### src/rtl/seq_gen_serial.sv
// Parallel-to-serial pattern transmitter: MSB-first words over valid/ready with a
// programmable idle gap, plus a "1011" line tracker producing a golden expect stream.
module seq_gen_serial #(
   parameter int unsigned DW  = 8,
   parameter int unsigned GAP = 0
) (
   input  logic          i_clk,
   input  logic          i_rstn,
   input  logic [DW-1:0] i_data,
   input  logic          i_valid,
   output logic          o_ready,
   output logic          o_seq,
   output logic          o_busy,
   output logic          o_last,
   output logic          o_expect,
   output logic [7:0]    o_cnt
);

   localparam int unsigned    BW      = $clog2(DW);
   localparam logic [BW-1:0]  BIT_TOP = BW'(DW - 1);
   localparam logic [7:0]     GAP_TOP = 8'((GAP > 0) ? GAP - 1 : 0);

   typedef enum logic [1:0] {S_IDLE, S_SHIFT, S_GAP} state_e;
   typedef enum logic [1:0] {T0, T1, T10, T101} trk_e;

   state_e        state_q, state_d;
   trk_e          trk_q, trk_d;
   logic [DW-1:0] shreg_q, shreg_d;
   logic [BW-1:0] bit_cnt_q, bit_cnt_d;
   logic [7:0]    gap_cnt_q, gap_cnt_d;
   logic          seq_q, seq_d;
   logic [7:0]    cnt_q, cnt_d;
   logic          accept;

   assign o_ready  = (state_q == S_IDLE)
                  || ((state_q == S_SHIFT) && (bit_cnt_q == '0) && (GAP == 0))
                  || ((state_q == S_GAP) && (gap_cnt_q == '0));
   assign accept   = i_valid && o_ready;
   assign o_seq    = seq_q;
   assign o_busy   = (state_q != S_IDLE);
   assign o_last   = (state_q == S_SHIFT) && (bit_cnt_q == '0);
   assign o_expect = (trk_q == T101) && seq_q;
   assign o_cnt    = cnt_q;

   // NOTE: every signal written here gets a default first so no latch is inferred.
   always_comb begin
      state_d   = state_q;
      shreg_d   = shreg_q;
      bit_cnt_d = bit_cnt_q;
      gap_cnt_d = gap_cnt_q;
      seq_d     = 1'b0;
      unique case (state_q)
         S_IDLE: ;
         S_SHIFT: begin
            if (bit_cnt_q != '0) begin
               seq_d     = shreg_q[DW-1];
               shreg_d   = shreg_q << 1;
               bit_cnt_d = bit_cnt_q - 1'b1;
            end else if (GAP == 0) begin
               state_d = S_IDLE;
            end else begin
               state_d   = S_GAP;
               gap_cnt_d = GAP_TOP;
            end
         end
         S_GAP: begin
            if (gap_cnt_q != '0) gap_cnt_d = gap_cnt_q - 1'b1;
            else                 state_d   = S_IDLE;
         end
         default: state_d = S_IDLE;
      endcase
      // Accept is only possible on idle / last-bit / last-gap cycles, so it overrides.
      if (accept) begin
         state_d   = S_SHIFT;
         seq_d     = i_data[DW-1];
         shreg_d   = {i_data[DW-2:0], 1'b0};
         bit_cnt_d = BIT_TOP;
      end
   end

   always_comb begin
      trk_d = T0;
      unique case (trk_q)
         T0:      trk_d = seq_q ? T1   : T0;
         T1:      trk_d = seq_q ? T1   : T10;
         T10:     trk_d = seq_q ? T101 : T0;
         T101:    trk_d = seq_q ? T1   : T10;
         default: trk_d = T0;
      endcase
      cnt_d = cnt_q + {7'd0, o_expect};
   end

   // NOTE: sequential state uses non-blocking assignments so all flops update together.
   always_ff @(posedge i_clk or negedge i_rstn) begin
      if (!i_rstn) begin
         state_q   <= S_IDLE;
         trk_q     <= T0;
         shreg_q   <= '0;
         bit_cnt_q <= '0;
         gap_cnt_q <= '0;
         seq_q     <= 1'b0;
         cnt_q     <= '0;
      end else begin
         state_q   <= state_d;
         trk_q     <= trk_d;
         shreg_q   <= shreg_d;
         bit_cnt_q <= bit_cnt_d;
         gap_cnt_q <= gap_cnt_d;
         seq_q     <= seq_d;
         cnt_q     <= cnt_d;
      end
   end

endmodule

### config.mk
export PLATFORM = sky130hd
export DESIGN_NAME = seq_gen_serial
export DESIGN_NICKNAME = d
export VERILOG_FILES = /design/src/rtl/seq_gen_serial.sv
export SDC_FILE = /design/constraint.sdc
export NUM_CORES = 1
export LEC_CHECK = 0
export ABC_AREA = 1
export BUFFER_PORTS_ARGS = -buffer_cell sky130_fd_sc_hd__buf_2
export CAP_MARGIN = 0
export CORE_MARGIN = 10
export CORE_UTILIZATION = 35
export DETAILED_ROUTE_END_ITERATION = 8
export PLACE_DENSITY_LB_ADDON = 0.15
export RECOVER_POWER = 50
export SLEW_MARGIN = 20
export SYNTH_ARGS = -nofsm -noshare
export SYNTH_HDL_FRONTEND = slang
export SYNTH_SLANG_ARGS = --single-unit
### constraint.sdc
create_clock -name i_clk -period 3.9 [get_ports i_clk]
set_clock_uncertainty 0.2 [all_clocks]
set_input_delay 0.78 -clock i_clk [delete_from_list [all_inputs] [get_ports i_clk]]
set_output_delay 0.78 -clock i_clk [all_outputs]
set_load 0.01 [all_outputs]
==> metrics.txt, run 1 <==
routed vias/inst=4.70; GRT Overall Usage=8.12%; gpl congestion=0.744; synthesis-stage register bit count=22; Post-CTS Resized=0; Inserted Clock Buffers=3; Setup Fix Bufs, Post-CTS=0; share of cells above drive strength 1=20.7%; largest net degree at the start of global routing=23; Setup-failing EPs final=0; Final ANT Viol Nets=0; CP endpoint kind=output port; Yosys cell types=15; Startpoint Class=flip-flop; Pins Over Slew Limit=0; Iter 0 DRT Violations=26; switching part of the total=35.9%; critical path class=flip-flop to output port; Design Area, Final=1170 µm²; crit path DAT=1.75 ns; Warnings, synthesis=0; Cell Area, Placed=1140 µm²; DRT Pass-1 Iters=4; maximum clock frequency=0.367 GHz; P per Cell Area=577 nW/µm²; max_cap viols=0; R2R depth=8; post-place setup slack=1.67 ns; Power Total=0.000677 W; initial core utilization=36.7%; Nets=156; synthesized area=1020 µm²; final period utilization=69.9%; Overflow after GRT=0; worst hold path class=flip-flop to flip-flop; CTS tree=done; part of the power in the clock network=between 15 and 20%; row cnt=19; antenna cells=0; Slew Limit Headroom=about a fifth; Skew-Pair Late Insertion Delay=0.30 ns; die height=74.0 µm; per-cell routed wire length=roughly 11 µm; PortBufs=23; RSZ-0062 raised after global routing=no; die area=5480 µm²; vias in the first global route=approximately 840; Worst-path clk slew=approximately 0.12 ns; syn avg cell area=8.73 µm²; final hold vios=0; part of the power in registers=48.8%; H-tree depth=1; Worst Hold Depth=0; DRC=0; # IOs=24; outcome=complete, no violations; worst vdd ir=0.342 mV; Slew @ Worst Pin=about 1.2 ns; initial antenna violation count=0; core area=about 2800 µm²; Area Overhead vs Synth=15.0%; syn nets=between 100 and 150; sequential fraction of the synthesis area=53.9%; WP data required=2.92 ns; final wirelength=1950 µm; CP max FO=17; first-pass GRT wire length=3590 µm; CTS root buf=clkbuf_4; clk buf depth=2; CTS sink cnt=22; via count=804; cts hold-fix bufs=0; switching power=0.000243 W; total negative slack=0 ns; Logic pwr share=32.7%; P_int=0.000434 W; die width=~74 µm; cells after synthesis=roughly 120; Setup WS post-layout=1.17 ns; Leak=0.661 nW; HPWL Detailed=between 1500 and 2000 µm; post-layout min period=2.73 ns
==> flip-flops by register name (all words and copies together), names as in the netlist <==
name,cells
shreg_q,7
state_q,1
trk_q,2
o_cnt,8
bit_cnt_q,3
o_seq,1
==> logic make-up after synthesis <==
kind of cell | after synthesis | share of synthesized area [%]
DFF | 22 | 53.9
buffers and inverters | 19 | 8.82
xor gates and xnor gates | 3 | 2.57
and+or+nand+nor | 67 | 28.8
adders and majority gates | 4 | 4.90
AOI/OAI and AO/OA | 2 | 0.980
==> layer usage <==
metal,track usage [%],part of all wire [%],wire length (µm),vias to the layer above
li1,-,-,-,413
met3,3.06,8.7,170,2
met4,3.73,0.72,14,0
met1,9.69,44,863,372
met5,0,0,0,-
met2,12.7,46,901,17
==> power by group through the flow <==
stage	Sequential [W]	Clock (W)	Combinational, W
after global placement	0.000335	0	0.000222
after detailed placement	0.000336	0	0.000231
final	0.000330	0.000125	0.000221
after global routing	0.000341	0.000140	0.000267
after floorplan	0.000339	0	0.000171
after CTS	0.000331	0.000131	0.000232
==> per-stage QoR <==
step | cells | hold WS, ns | utilization (%)
6_report | 171 | 0.258 | 42.2
5_1_grt | 171 | 0.301 | 42.2
4_1_cts | 171 | 0.230 | 42.3
3_5_place_dp | 167 | 0.233 | 41.0
3_3_place_gp | 167 | 0.225 | 41.0
2_1_floorplan | 117 | 0.249 | -
==> cell usage in the layout, fill, tap and decap left out, types with 3 or more instances in the layout <==
cell type   n
dfrtp_1    22
inv_1      14
nand2_1    34
nand3_1    25
ha_1        4
xor2_1      3
buf_2      22
clkbuf_4    3
nor2_1      5
==> critical path: stages, from the launching register on <==
cell     delay, ns
dfrtp_1       0.38
inv_1         0.08
ha_1          0.15
ha_1          0.19
inv_1         0.05
nand2_1       0.37
buf_2         0.23
==> layout make-up <==
| type | instances | area (µm²) |
|---|---|---|
| Tap cell | 31 | 38.8 |
| Sequential cell | 22 | 551 |
| Clock buffer | 4 | 36.3 |
| Timing Repair Buffer | 23 | 114 |
| Multi-Input combinational cell | 76 | 378 |
| Inverter | 15 | 56.3 |
| Fill cell | 292 | 1610 |
==> final timing paths <==
check                             start      endpoint  slack (ns)
setup / recovery           bit_cnt_q[0]       o_ready        1.17
hold / removal                    o_seq      trk_q[0]        0.26
setup reg to reg           bit_cnt_q[0]  bit_cnt_q[0]        2.08
hold reg to reg                   o_seq      trk_q[0]        0.26
max in group asynchronous        i_rstn    state_q[0]        2.32
min in group asynchronous        i_rstn      trk_q[1]        0.48
==> synth_stat cells <==
master	n	area, µm²
nand3b_1	1	7.51
nor2_1	5	18.8
nor2_2	2	12.5
buf_4	1	7.51
nand2_1	33	124
dfrtp_1	22	551
nand2_2	1	6.26
xor2_1	3	26.3
buf_6	2	22.5
clkbuf_1	1	3.75
inv_1	14	52.6
inv_2	1	3.75
o21ai_0	2	10.0
nand3_1	25	125
ha_1	4	50.1
(Power assumes the default switching activity.)
==> run 2: changes to the inputs <==
- ABC_AREA: 1 -> 0
- clock period: 3.9 -> 2.4 ns (I/O delays scaled with it)
==> metrics.txt, run 2 <==
list of most frequent post-synthesis cells=dfrtp_1, nand2_1, o21ai_0; final hold vios=0; number of enable flip-flop cells after synthesis=0; Yosys cell types=19; die height=72.3 µm; Pins Over Slew Limit=0; DRC=0; Core Util, Final=44.0%; CP endpoint kind=output port; Iter 0 DRT Violations=41; worst vdd ir=just under 0.5 mV; Worst path slowest cell=dfrtp_1; cells after synthesis=83; max_cap viols=0; Slew Limit Headroom=21.1%; initial antenna violation count=0; most frequent cells in the layout=dfrtp_1, buf_2, nand2_1; final period utilization=89.7%; first-pass GRT wire length=3170 µm; P per Cell Area=between 900 and 1000 nW/µm²; WP data required=1.72 ns; largest net degree at the start of global routing=23; total negative slack=0 ns; CTS tree=done; antenna cells=0; DRT Pass-1 Iters=3; gpl congestion=between 0.7 and 0.8; Warnings, synthesis=0; Power Total=between 0.001 and 0.0015 W; Slew @ Worst Pin=about 1.2 ns; synthesis-stage register bit count=22; PortBufs=23; CTS root buf=clkbuf_4; crit path DAT=between 1 and 1.5 ns; CP max FO=3; clk buf depth=2; critical path class=flip-flop to output port; slowest stage delay, CP=0.38 ns; # IOs=24; cts hold-fix bufs=1; Worst-path clk slew=0.12 ns; post-synth top area cell=dfrtp_1; per-cell routed wire length=13.0 µm; die area=5230 µm²; outcome=complete, no violations; crit path cell chain=inv_1 -> ha_1 -> ha_1 -> and2b_2 -> inv_1 -> buf_2; Synth area leaders=dfrtp_1, mux2i_1, ha_1; vias in the first global route=approximately 720; top_reg_cell synth=dfrtp_1; commonest non-fill, non-tap cell in the layout=dfrtp_1; Post-CTS Resized=0; Setup-failing EPs final=0; Area Overhead vs Synth=16.9%; H-tree depth=1; die width=72.3 µm; syn nets=98; HPWL Detailed=1340 µm; row cnt=18; worst hold path class=primary input to flip-flop; Final ANT Viol Nets=0; maximum clock frequency=0.465 GHz; Inserted Clock Buffers=3; share of the synthesized area in the top cell type=between 50% and 60%; core area=roughly 2500 µm²; syn avg cell area=roughly 12 µm²; synthesized area=957 µm²; Overflow after GRT=0; Nets=124; share of cells above drive strength 1=25.9%; Leak=between 0.6 and 0.7 nW; Setup Fix Bufs, Post-CTS=0; final wirelength=1790 µm; CTS sink cnt=22; Skew-Pair Late Insertion Delay=~0.3 ns; Largest register FFs=8; RSZ-0062 raised after global routing=no; initial core utilization=between 30 and 40%; via count=about 640; fraction of registers with async set/reset=100%; sequential fraction of the synthesis area=57.5%; Startpoint Class=flip-flop; post-layout min period=2.15 ns; GRT Overall Usage=approximately 7.6%; routed vias/inst=roughly 4.7; most common cell in the synthesized netlist=dfrtp_1
-- run 2: kinds of logic (layout without fill, tap and decap cells) --
family / count (synthesis) / count (layout) / synth area share, %
and+or+nand+nor: 24 / 24 / 12.8
DFF: 22 / 22 / 57.5
buffers and inverters: 9 / 34 / 5.88
xor gates and xnor gates: 6 / 6 / 5.49
AOI/OAI and AO/OA: 11 / 11 / 5.75
adders and majority gates: 4 / 4 / 5.23
muxes: 7 / 7 / 7.32
-- run 2: area by class of cell --
cell class / instances / area, µm²
fill: 256 / 1430
sequential: 22 / 551
multi-input combinational: 52 / 345
timing repair buffer: 25 / 130
tap: 30 / 37.5
clock buffer: 4 / 36.3
inverter: 5 / 18.8
-- run 2: path summary, 6_finish.rpt --
path	start	end	slack, ns	depth (start not counted)
worst min-delay path	i_data[7]	o_seq	0.21	3
min in group asynchronous	i_rstn	o_cnt[3]	0.73	2
max in group asynchronous	i_rstn	shreg_q[6]	0.58	2
worst max-delay path	bit_cnt_q[0]	o_ready	0.25	6
worst min register to register	o_seq	trk_q[0]	0.26	0
worst max register to register	bit_cnt_q[0]	state_q[0]	0.65	6
-- run 2: routing by layer --
| layer | track usage (%) | routed length, µm |
|---|---|---|
| met3 | 2.99 | 146 |
| met5 | 0 | 0 |
| met1 | 8.28 | 781 |
| met2 | 12.1 | 831 |
| met4 | 4.52 | 34 |
-- run 2: worst max-delay path: cells and delay by family (launching register included) --
family	cells	cell delay [ns]
adder cells (fa/ha/maj)	2	0.37
buffers and inverters	3	0.21
flip-flops	1	0.38
AND/OR/NAND/NOR	1	0.21
-- run 2: metrics by stage --
step,cells,hold WS (ns),setup WS [ns],instance area [µm²]
floorplan,83,-0.0156,0.545,957
global placement,133,0.213,0.605,1080
detailed placement,133,0.224,0.574,1080
CTS,138,0.200,0.215,1130
global route,138,0.228,0.158,1120
finish,138,0.212,0.247,1120
-- run 2: power by group --
group          total, W  switching, W  internal, W  leakage, nW
Clock          0.000199      0.000107    0.0000925       0.0210
Combinational  0.000294      0.000167     0.000127        0.321
Sequential     0.000541     0.0000609     0.000480        0.286
Total           0.00103      0.000335     0.000699        0.628
